## src/rtl/bus_arbiter.sv

```systemverilog
// Two-requester round-robin bus arbiter: latches the winner's command, drives the
// shared burst interface, counts beats and returns read data / completion to the owner.
module bus_arbiter #(
    parameter int DATA_W = 32,
    parameter int ADDR_W = 4,
    parameter int LEN_W  = 4
) (
    input  logic              clock,
    input  logic              reset,

    input  logic              io_m0_req,
    input  logic              io_m0_wr,
    input  logic              io_m0_rd,
    input  logic [ADDR_W-1:0] io_m0_address,
    input  logic [LEN_W-1:0]  io_m0_length,
    input  logic [DATA_W-1:0] io_m0_wdata,
    output logic              io_m0_grant,
    output logic [DATA_W-1:0] io_m0_rdata,
    output logic              io_m0_rvalid,
    output logic              io_m0_done,

    input  logic              io_m1_req,
    input  logic              io_m1_wr,
    input  logic              io_m1_rd,
    input  logic [ADDR_W-1:0] io_m1_address,
    input  logic [LEN_W-1:0]  io_m1_length,
    input  logic [DATA_W-1:0] io_m1_wdata,
    output logic              io_m1_grant,
    output logic [DATA_W-1:0] io_m1_rdata,
    output logic              io_m1_rvalid,
    output logic              io_m1_done,

    output logic              io_bus_start,
    output logic              io_bus_wr,
    output logic              io_bus_rd,
    output logic [ADDR_W-1:0] io_bus_address,
    output logic [LEN_W-1:0]  io_bus_length,
    output logic [DATA_W-1:0] io_bus_wdata,
    input  logic [DATA_W-1:0] io_bus_rdata,
    input  logic              io_bus_beat
);

    typedef enum logic [1:0] {
        IDLE  = 2'd0,
        BURST = 2'd1,
        DONE  = 2'd2
    } state_t;

    state_t              state_q;
    logic                last_grant_q;
    logic                owner_q;
    logic [LEN_W-1:0]    cnt_q;
    logic                wr_q;
    logic                rd_q;
    logic [ADDR_W-1:0]   addr_q;
    logic [LEN_W-1:0]    len_q;
    logic                start_q;
    logic                grant0_q;
    logic                grant1_q;
    logic [DATA_W-1:0]   rdata0_q;
    logic [DATA_W-1:0]   rdata1_q;
    logic                rvalid0_q;
    logic                rvalid1_q;
    logic                done0_q;
    logic                done1_q;

    logic                win_d;
    logic                sel_wr_d;
    logic                sel_rd_d;
    logic [ADDR_W-1:0]   sel_addr_d;
    logic [LEN_W-1:0]    sel_len_d;
    logic [LEN_W-1:0]    len_eff_d;

    // On contention the requester that did not win last time is preferred.
    always_comb begin
        if (io_m0_req && io_m1_req) begin
            win_d = ~last_grant_q;
        end else begin
            win_d = io_m1_req;
        end
    end

    always_comb begin
        sel_wr_d   = win_d ? io_m1_wr      : io_m0_wr;
        sel_addr_d = win_d ? io_m1_address : io_m0_address;
        sel_len_d  = win_d ? io_m1_length  : io_m0_length;
        // Write wins over read; read is implied when neither is set.
        sel_rd_d   = win_d ? ((io_m1_rd & ~io_m1_wr) | (~io_m1_rd & ~io_m1_wr))
                           : ((io_m0_rd & ~io_m0_wr) | (~io_m0_rd & ~io_m0_wr));
        len_eff_d  = (sel_len_d == '0) ? LEN_W'(1) : sel_len_d;
    end

    always_ff @(posedge clock or posedge reset) begin
        if (reset) begin
            state_q      <= IDLE;
            last_grant_q <= 1'b1;
            owner_q      <= 1'b0;
            cnt_q        <= '0;
            wr_q         <= 1'b0;
            rd_q         <= 1'b0;
            addr_q       <= '0;
            len_q        <= '0;
            start_q      <= 1'b0;
            grant0_q     <= 1'b0;
            grant1_q     <= 1'b0;
            rdata0_q     <= '0;
            rdata1_q     <= '0;
            rvalid0_q    <= 1'b0;
            rvalid1_q    <= 1'b0;
            done0_q      <= 1'b0;
            done1_q      <= 1'b0;
        end else begin
            rvalid0_q <= 1'b0;
            rvalid1_q <= 1'b0;
            done0_q   <= 1'b0;
            done1_q   <= 1'b0;
            case (state_q)
                IDLE: begin
                    if (io_m0_req || io_m1_req) begin
                        owner_q  <= win_d;
                        wr_q     <= sel_wr_d;
                        rd_q     <= sel_rd_d;
                        addr_q   <= sel_addr_d;
                        len_q    <= len_eff_d;
                        cnt_q    <= len_eff_d;
                        grant0_q <= ~win_d;
                        grant1_q <= win_d;
                        start_q  <= 1'b1;
                        state_q  <= BURST;
                    end
                end
                BURST: begin
                    if (io_bus_beat) begin
                        cnt_q <= cnt_q - LEN_W'(1);
                        if (rd_q) begin
                            if (owner_q) begin
                                rdata1_q  <= io_bus_rdata;
                                rvalid1_q <= 1'b1;
                            end else begin
                                rdata0_q  <= io_bus_rdata;
                                rvalid0_q <= 1'b1;
                            end
                        end
                        // Final beat: its data is still captured above.
                        if (cnt_q == LEN_W'(1)) begin
                            start_q <= 1'b0;
                            done0_q <= ~owner_q;
                            done1_q <= owner_q;
                            state_q <= DONE;
                        end
                    end
                end
                DONE: begin
                    grant0_q     <= 1'b0;
                    grant1_q     <= 1'b0;
                    last_grant_q <= owner_q;
                    state_q      <= IDLE;
                end
                default: begin
                    state_q <= IDLE;
                end
            endcase
        end
    end

    assign io_m0_grant    = grant0_q;
    assign io_m1_grant    = grant1_q;
    assign io_m0_rdata    = rdata0_q;
    assign io_m1_rdata    = rdata1_q;
    assign io_m0_rvalid   = rvalid0_q;
    assign io_m1_rvalid   = rvalid1_q;
    assign io_m0_done     = done0_q;
    assign io_m1_done     = done1_q;

    assign io_bus_start   = start_q;
    assign io_bus_wr      = wr_q;
    assign io_bus_rd      = rd_q;
    assign io_bus_address = addr_q;
    assign io_bus_length  = len_q;
    assign io_bus_wdata   = start_q ? (owner_q ? io_m1_wdata : io_m0_wdata) : '0;

    a_grant_onehot : assert property (@(posedge clock) disable iff (reset)
        !(grant0_q && grant1_q));

endmodule

```

## config.mk

```make
export PLATFORM = sky130hd
export DESIGN_NAME = bus_arbiter
export DESIGN_NICKNAME = d
export VERILOG_FILES = /design/src/rtl/bus_arbiter.sv
export SDC_FILE = /design/constraint.sdc
export NUM_CORES = 1
export LEC_CHECK = 0
export CELL_PAD_IN_SITES_DETAIL_PLACEMENT = 0
export CELL_PAD_IN_SITES_GLOBAL_PLACEMENT = 2
export CORE_MARGIN = 3
export CORE_UTILIZATION = 40
export CTS_BUF_LIST = sky130_fd_sc_hd__clkbuf_4
export DETAILED_ROUTE_END_ITERATION = 7
export DONT_BUFFER_PORTS = 1
export PLACE_DENSITY = 0.89
export SYNTH_ARGS = -nofsm -noshare
export SYNTH_HDL_FRONTEND = slang
export SYNTH_SLANG_ARGS = --single-unit
```

## constraint.sdc

```tcl
create_clock -name clock -period 5.6 [get_ports clock]
set_input_delay 0.56 -clock clock [delete_from_list [all_inputs] [get_ports clock]]
set_output_delay 0.56 -clock clock [all_outputs]
set_load 0.02 [all_outputs]
```

==> results of run 1 <==
-- routing by layer --
layer | track usage | vias to the layer above
li1 | - | 1126
met1 | 0.162 | 1238
met2 | 0.256 | 174
met3 | 0.0582 | 15
met4 | 0.0756 | 0
met5 | 0 | -
-- what timing repair did --
action / 4_1_cts / 5_1_grt
hold buffers: 1 / 0
hold endpoints to repair: 27 / 0
setup endpoints to repair: 0 / 0
-- where the power goes --
part / leakage (nW) / switching, mW / internal [mW] / total, mW
clock network: 0.0823 / 0.225 / 0.181 / 0.406
logic: 0.887 / 0.442 / 0.522 / 0.964
registers: 1.05 / 0.682 / 0.951 / 1.63
-- synthesized netlist by cell type (3+ instances only) --
cell,count
buf_12,3
dfrtp_1,88
mux2_4,29
a31oi_1,4
a21oi_1,11
mux2i_1,37
nor3_1,4
inv_1,10
clkbuf_1,4
a221oi_1,3
buf_6,5
mux2_2,37
buf_2,8
nand3_1,3
nand2_1,11
nor2b_1,33
-- worst max-delay path, delay by kind of cell, from the launching register on --
kind	cells	cell delay [ns]
and+or+nand+nor	1	0.38
DFF	1	1.04
muxes	1	0.22
-- flip-flops by register name, summed over array words and instances, names as in the netlist --
signal and cells:
last_grant_q 1, io_bus_start 1, io_bus_address 4, io_bus_wr 1, io_bus_length 4, cnt_q 4, owner_q 1, io_m0_rvalid 1
io_m1_done 1, io_m0_rdata 32, io_m1_grant 1, io_m0_done 1, io_m0_grant 1, io_m1_rdata 32, io_bus_rd 1, state_q 2
io_m1_rvalid 1
-- cell families (layout without fill, tap and decap cells) --
group           after synthesis  count (layout)  synth area share
flops                        89              89             0.514
buf+inv                      30              28            0.0482
simple gates                 70              70             0.100
fa+ha+maj                     2               2           0.00577
mux                         104             104             0.285
compound gates               31              31            0.0470
-- area by class of cell --
type                       instances  area (sq um)  share of cell area
clock buffer                       9          67.6              0.0150
sequential                        89          2230               0.494
inverter                          10          38.8             0.00859
timing repair buffer               2          17.5             0.00388
clock inverter                     7          93.8              0.0208
multi-input combinational        207          1900               0.420
tap                              136           170              0.0377
-- metrics by stage --
| step | hold slack, ns | worst slack (ns) | power (mW) | utilization |
|---|---|---|---|---|
| finish | 0.249 | 2.95 | 3.00 | 0.434 |
| global route | 0.209 | 2.76 | 3.18 | 0.434 |
| CTS | 0.209 | 2.90 | 3.04 | 0.434 |
| detailed placement | 0.500 | 3.06 | 2.62 | 0.417 |
| global placement | 0.493 | 3.07 | 2.59 | 0.417 |
| floorplan | 0.537 | 2.73 | 2.47 | - |
-- how the worst min path moves through the flow --
stage,startpoint,endpoint,slack [ns]
2_1_floorplan,cnt_q[3],cnt_q[3],0.54
3_3_place_gp,reset,io_m1_rdata[10],0.49
3_5_place_dp,reset,io_m1_rdata[10],0.50
4_1_cts,io_bus_rdata[28],io_m0_rdata[28],0.21
5_1_grt,io_bus_rdata[24],io_m0_rdata[24],0.21
6_report,io_bus_rdata[0],io_m1_rdata[0],0.25
==> run summary, run 1 <==
Status - finished, final reports clean
Max Root-Sink Buffers - 2
Vias in the first global route - 2564
R2R setup slack - 3.07 ns
Post-DP Area - 0.00435 sq mm
Register bit total from synthesis - 89
Worst r2r dst - io_m0_rdata[11]
Ports - 234
CTS HTree Levels - 3
Distinct cells, synth - 44
1st-pass router iterations - 4
CTS Root Buffer Type - clkbuf_4
Setup bufs post-CTS - 0
Final hold viol count - 0
Worst Path Required - 5.04 ns
Syn Nets - 449
Non-filler cells, final - 460
Crit Path Category - reg -> out
Hpwl dp - 6980 um
CP endpoint - io_bus_wdata[28]
Origin of the worst setup path - owner_q
CTS Sinks - 89
Yosys warning count - 0
Slew headroom - 0.236
M1 WL - 3460 um
Initial antenna violation count - 0
Most common cell after layout, fill and taps aside - dfrtp_1
CP Max Fanout - 38
Largest net degree at the start of global routing - 61
# rows - 37
Final setup viols - 0
Synth area leader - dfrtp_1
Crit-path cells - mux2i_1, nor2b_1
Hold path depth - 1
Gpl congestion - 0.788
Leakage power - 2.02 nW
N_diodes - 0
CP max stage delay - 1.04 ns
Post-route cell area - 0.00452 sq mm
Highest routed layer - met4
GR Util All Layers - 0.150
Area share of the largest cell type after synthesis - 0.508
Wire per inst - 21.1 um
Via count - 2553
First-pass GRT wire length - 13700 um
Fmax - 378 MHz
TritonCTS clock tree - done
Core area - 0.0104 sq mm
Crit path launch type - flip-flop
Clock Skew - 0.0205 ns
Worst endpoint data arrival time - 2.09 ns
Skew-Pair Late Insertion Delay - 0.43 ns
Top post-synthesis cells by area - dfrtp_1, mux2_4, mux2_2
Clock buffer count from CTS - 9
Layout cells sized above 1 - 0.284
Number of synthesized flops with an enable pin - 0
DP Cell Count - 443
Synth Area per Inst - 13.3 sq um
Post-cts resize count - 0
Final ANT Viol Nets - 0
Area Overhead vs Synth - 4.18%
CP max stage cell - dfrtp_2
Register area share after synthesis - 0.514
R2r worst-path depth - 2
# DRC - 0
Starting Density - 0.416
Setup TNS Final - 0 ns
Most frequent cells in the layout - dfrtp_1, mux2_2, mux2i_1
Final nets - 442
Die height - 110 um
Max-cap violations - 0
Fill cells - 967
Netlist Area Pre-Place - 0.00434 sq mm
Hold crit path type - in -> reg
Power Density - 665 mW/mm^2
RSZ-0062 raised after global routing - false
Min Clock Period, post-route - 2.65 ns
Die area - 0.0121 sq mm
Slew @ Worst Pin - 1.15 ns
Die Span X - 110 um
Crit. End Element - primary output
RR Startpoint - owner_q
Max IR drop VDD - 0.000329 V
Slew Viols, Final - 0
Async SR Flop Fraction - 1.00
Cells after synthesis - 326
Total gr overflow - 0
Initial drt markers - 136
Vias per cell - 5.55
Tcrit/Tclk final - 0.473
Met3 WL post-DR - 1350 um
Met2 WL - 4680 um
Reg clk slew, reported paths - 0.15 ns
Port Buffers - 0
Post-synth top flop - dfrtp_1
Post-Route WL - 9720 um
(Power assumes the default switching activity.)
==> inputs of run 2 (changes only) <==
==> constraint.sdc (replaced) <==
create_clock -name clock -period 2.7 [get_ports clock]
set_input_delay 0.27 -clock clock [delete_from_list [all_inputs] [get_ports clock]]
set_output_delay 0.27 -clock clock [all_outputs]
set_load 0.02 [all_outputs]
==> run summary, run 2 (synthesis results as in run 1) <==
CTS HTree Levels - 3 (unchanged)
Core area - 0.0104 sq mm (unchanged)
Reg clk slew, reported paths - 0.15 ns (about the same)
Largest net degree at the start of global routing - 56 (was 61)
Vias per cell - 5.37 (was 5.55)
RSZ-0062 raised after global routing - false (unchanged)
Skew-Pair Late Insertion Delay - 0.45 ns (was 0.43 ns)
Fmax - 429 MHz
Hold crit path type - in -> reg (unchanged)
Via count - 2722 (was 2553)
Worst endpoint data arrival time - 2.68 ns (was 2.09 ns)
Wire per inst - 20.2 um (was 21.1 um)
Die Span X - 110 um (unchanged)
TritonCTS clock tree - done (unchanged)
# DRC - 0 (unchanged)
Die height - 110 um (unchanged)
Clock Skew - 0.0256 ns (was 0.0205 ns)
Status - finished, final reports clean (unchanged)
Initial drt markers - 174 (was 136)
Gpl congestion - 0.791 (was 0.788)
Ports - 234 (unchanged)
CP Max Fanout - 17 (was 38)
Final ANT Viol Nets - 0 (unchanged)
Slew headroom - 0.420 (was 0.236)
Slew @ Worst Pin - 0.871 ns (was 1.15 ns)
Max Root-Sink Buffers - 2 (unchanged)
R2r worst-path depth - 5 (was 2)
Vias in the first global route - 2805 (was 2564)
Worst hold path startpoint - io_m0_req (was io_bus_rdata[0])
RR Startpoint - state_q[1] (was owner_q)
Final design utilization - 0.477 (was 0.434)
Tot Pwr - 6.30 mW (was 3.00 mW)
Hpwl dp - 7190 um (was 6980 um)
Clock buffer count from CTS - 9 (unchanged)
Crit. End Element - flip-flop (was primary output)
Most frequent cells in the layout - dfrtp_1, dlygate4sd3_1, mux2_2, mux2i_1, nor2b_1 (was dfrtp_1, mux2_2, mux2i_1)
First-pass GRT wire length - 14800 um (was 13700 um)
Max IR drop VDD - 0.000629 V (was 0.000329 V)
Fill cells - 923 (was 967)
Final hold viol count - 0 (unchanged)
WHS - 0.0642 ns (was 0.249 ns)
GR Util All Layers - 0.160 (was 0.150)
Initial antenna violation count - 0 (unchanged)
1st-pass router iterations - 4 (unchanged)
Post-Route WL - 10300 um (was 9720 um)
CTS Sinks - 89 (unchanged)
R2R setup slack - 0.37 ns (was 3.07 ns)
Crit path launch type - flip-flop (unchanged)
Most common cell after layout, fill and taps aside - dfrtp_1 (unchanged)
Crit Path Category - reg -> reg (was reg -> out)
Leakage power - 2.21 nW (was 2.02 nW)
Hold path depth - 2 (was 1)
Hold path endpoint - io_bus_length[3] (was io_m1_rdata[0])
Tcrit/Tclk final - 0.864
# rows - 37 (unchanged)
Worst r2r dst - io_bus_address[0] (was io_m0_rdata[11])
Starting Density - 0.416 (unchanged)
Post-route cell area - 0.00497 sq mm (was 0.00452 sq mm)
Layout cells sized above 1 - 0.257 (was 0.284)
Power Density - 1270 mW/mm^2 (was 665 mW/mm^2)
Worst Path Required - 3.05 ns (was 5.04 ns)
Final nets - 488 (was 442)
Post-DP Area - 0.00439 sq mm (was 0.00435 sq mm)
Origin of the worst setup path - state_q[1] (was owner_q)
Total gr overflow - 0 (unchanged)
Port Buffers - 0 (unchanged)
Final setup viols - 0 (unchanged)
Setup TNS Final - 0 ns (unchanged)
Post-cts resize count - 0 (unchanged)
Area Overhead vs Synth - 14.5% (was 4.18%)
Max-cap violations - 0 (unchanged)
CTS Root Buffer Type - clkbuf_4 (unchanged)
Slew Viols, Final - 0 (unchanged)
Min Clock Period, post-route - 2.33 ns
Die area - 0.0121 sq mm (unchanged)
-- run 2: cell types whose count changed in the layout (fill, tap and decap cells not counted) --
cell,previous run,this run
dlygate4sd3_1,1,43
buf_4,1,4
clkinv_2,3,1
buf_12,0,1
bufinv_16,2,1
clkinv_1,0,1
clkinv_4,0,1
diode_2,0,1
inv_8,0,1
-- run 2: cell type report --
type / count / area, sq um / area share
clock inverters: 7 / 77.6 / 0.0156
well taps: 136 / 170 / 0.0343
repair buffers: 48 / 480 / 0.0967
flip-flops and latches: 89 / 2230 / 0.449
multi-input cells: 207 / 1900 / 0.382
diodes: 1 / 2.50 / 0.000504
inverters: 10 / 38.8 / 0.00781
clock buffers: 9 / 67.6 / 0.0136
-- run 2: worst max path at each step --
stage / cells past startpoint / slack (ns) / endpoint
floorplan: 1 / 0.12 / cnt_q[0]
global route: 5 / 0.25 / io_bus_address[0]
finish: 5 / 0.37 / io_bus_address[0]
detailed placement: 3 / 0.75 / io_m1_rdata[0]
global placement: 3 / 0.77 / io_m1_rdata[0]
CTS: 5 / 0.44 / io_bus_address[2]
-- run 2: through the flow --
step | worst slack [ns] | cells
global route | 0.253 | 506
global placement | 0.771 | 447
floorplan | 0.125 | 326
CTS | 0.440 | 506
detailed placement | 0.750 | 447
finish | 0.366 | 507
-- run 2: what timing repair did --
| item | CTS | global route |
|---|---|---|
| setup buffers | 0 | 0 |
| hold buffers | 43 | 0 |
| hold endpoints to repair | 103 | 0 |
-- run 2: per-layer routing --
metal,up-vias,global-route usage,wire [um]
met5,-,0,0
met4,0,0.0580,172
met3,12,0.0646,1290
met2,177,0.286,5210
met1,1313,0.168,3580
li1,1220,-,-
-- run 2: power by group --
| group | switching, mW | internal, mW |
|---|---|---|
| logic | 1.07 | 1.17 |
| registers | 1.31 | 1.97 |
| clock network | 0.482 | 0.290 |
-- run 2: critical path, stage by stage, from the launching register on --
cell           delay [ns]
dfrtp_1              0.50
nor2_1               0.14
buf_4                0.19
and2_1               0.59
a31oi_1              0.18
dlygate4sd3_1        0.62
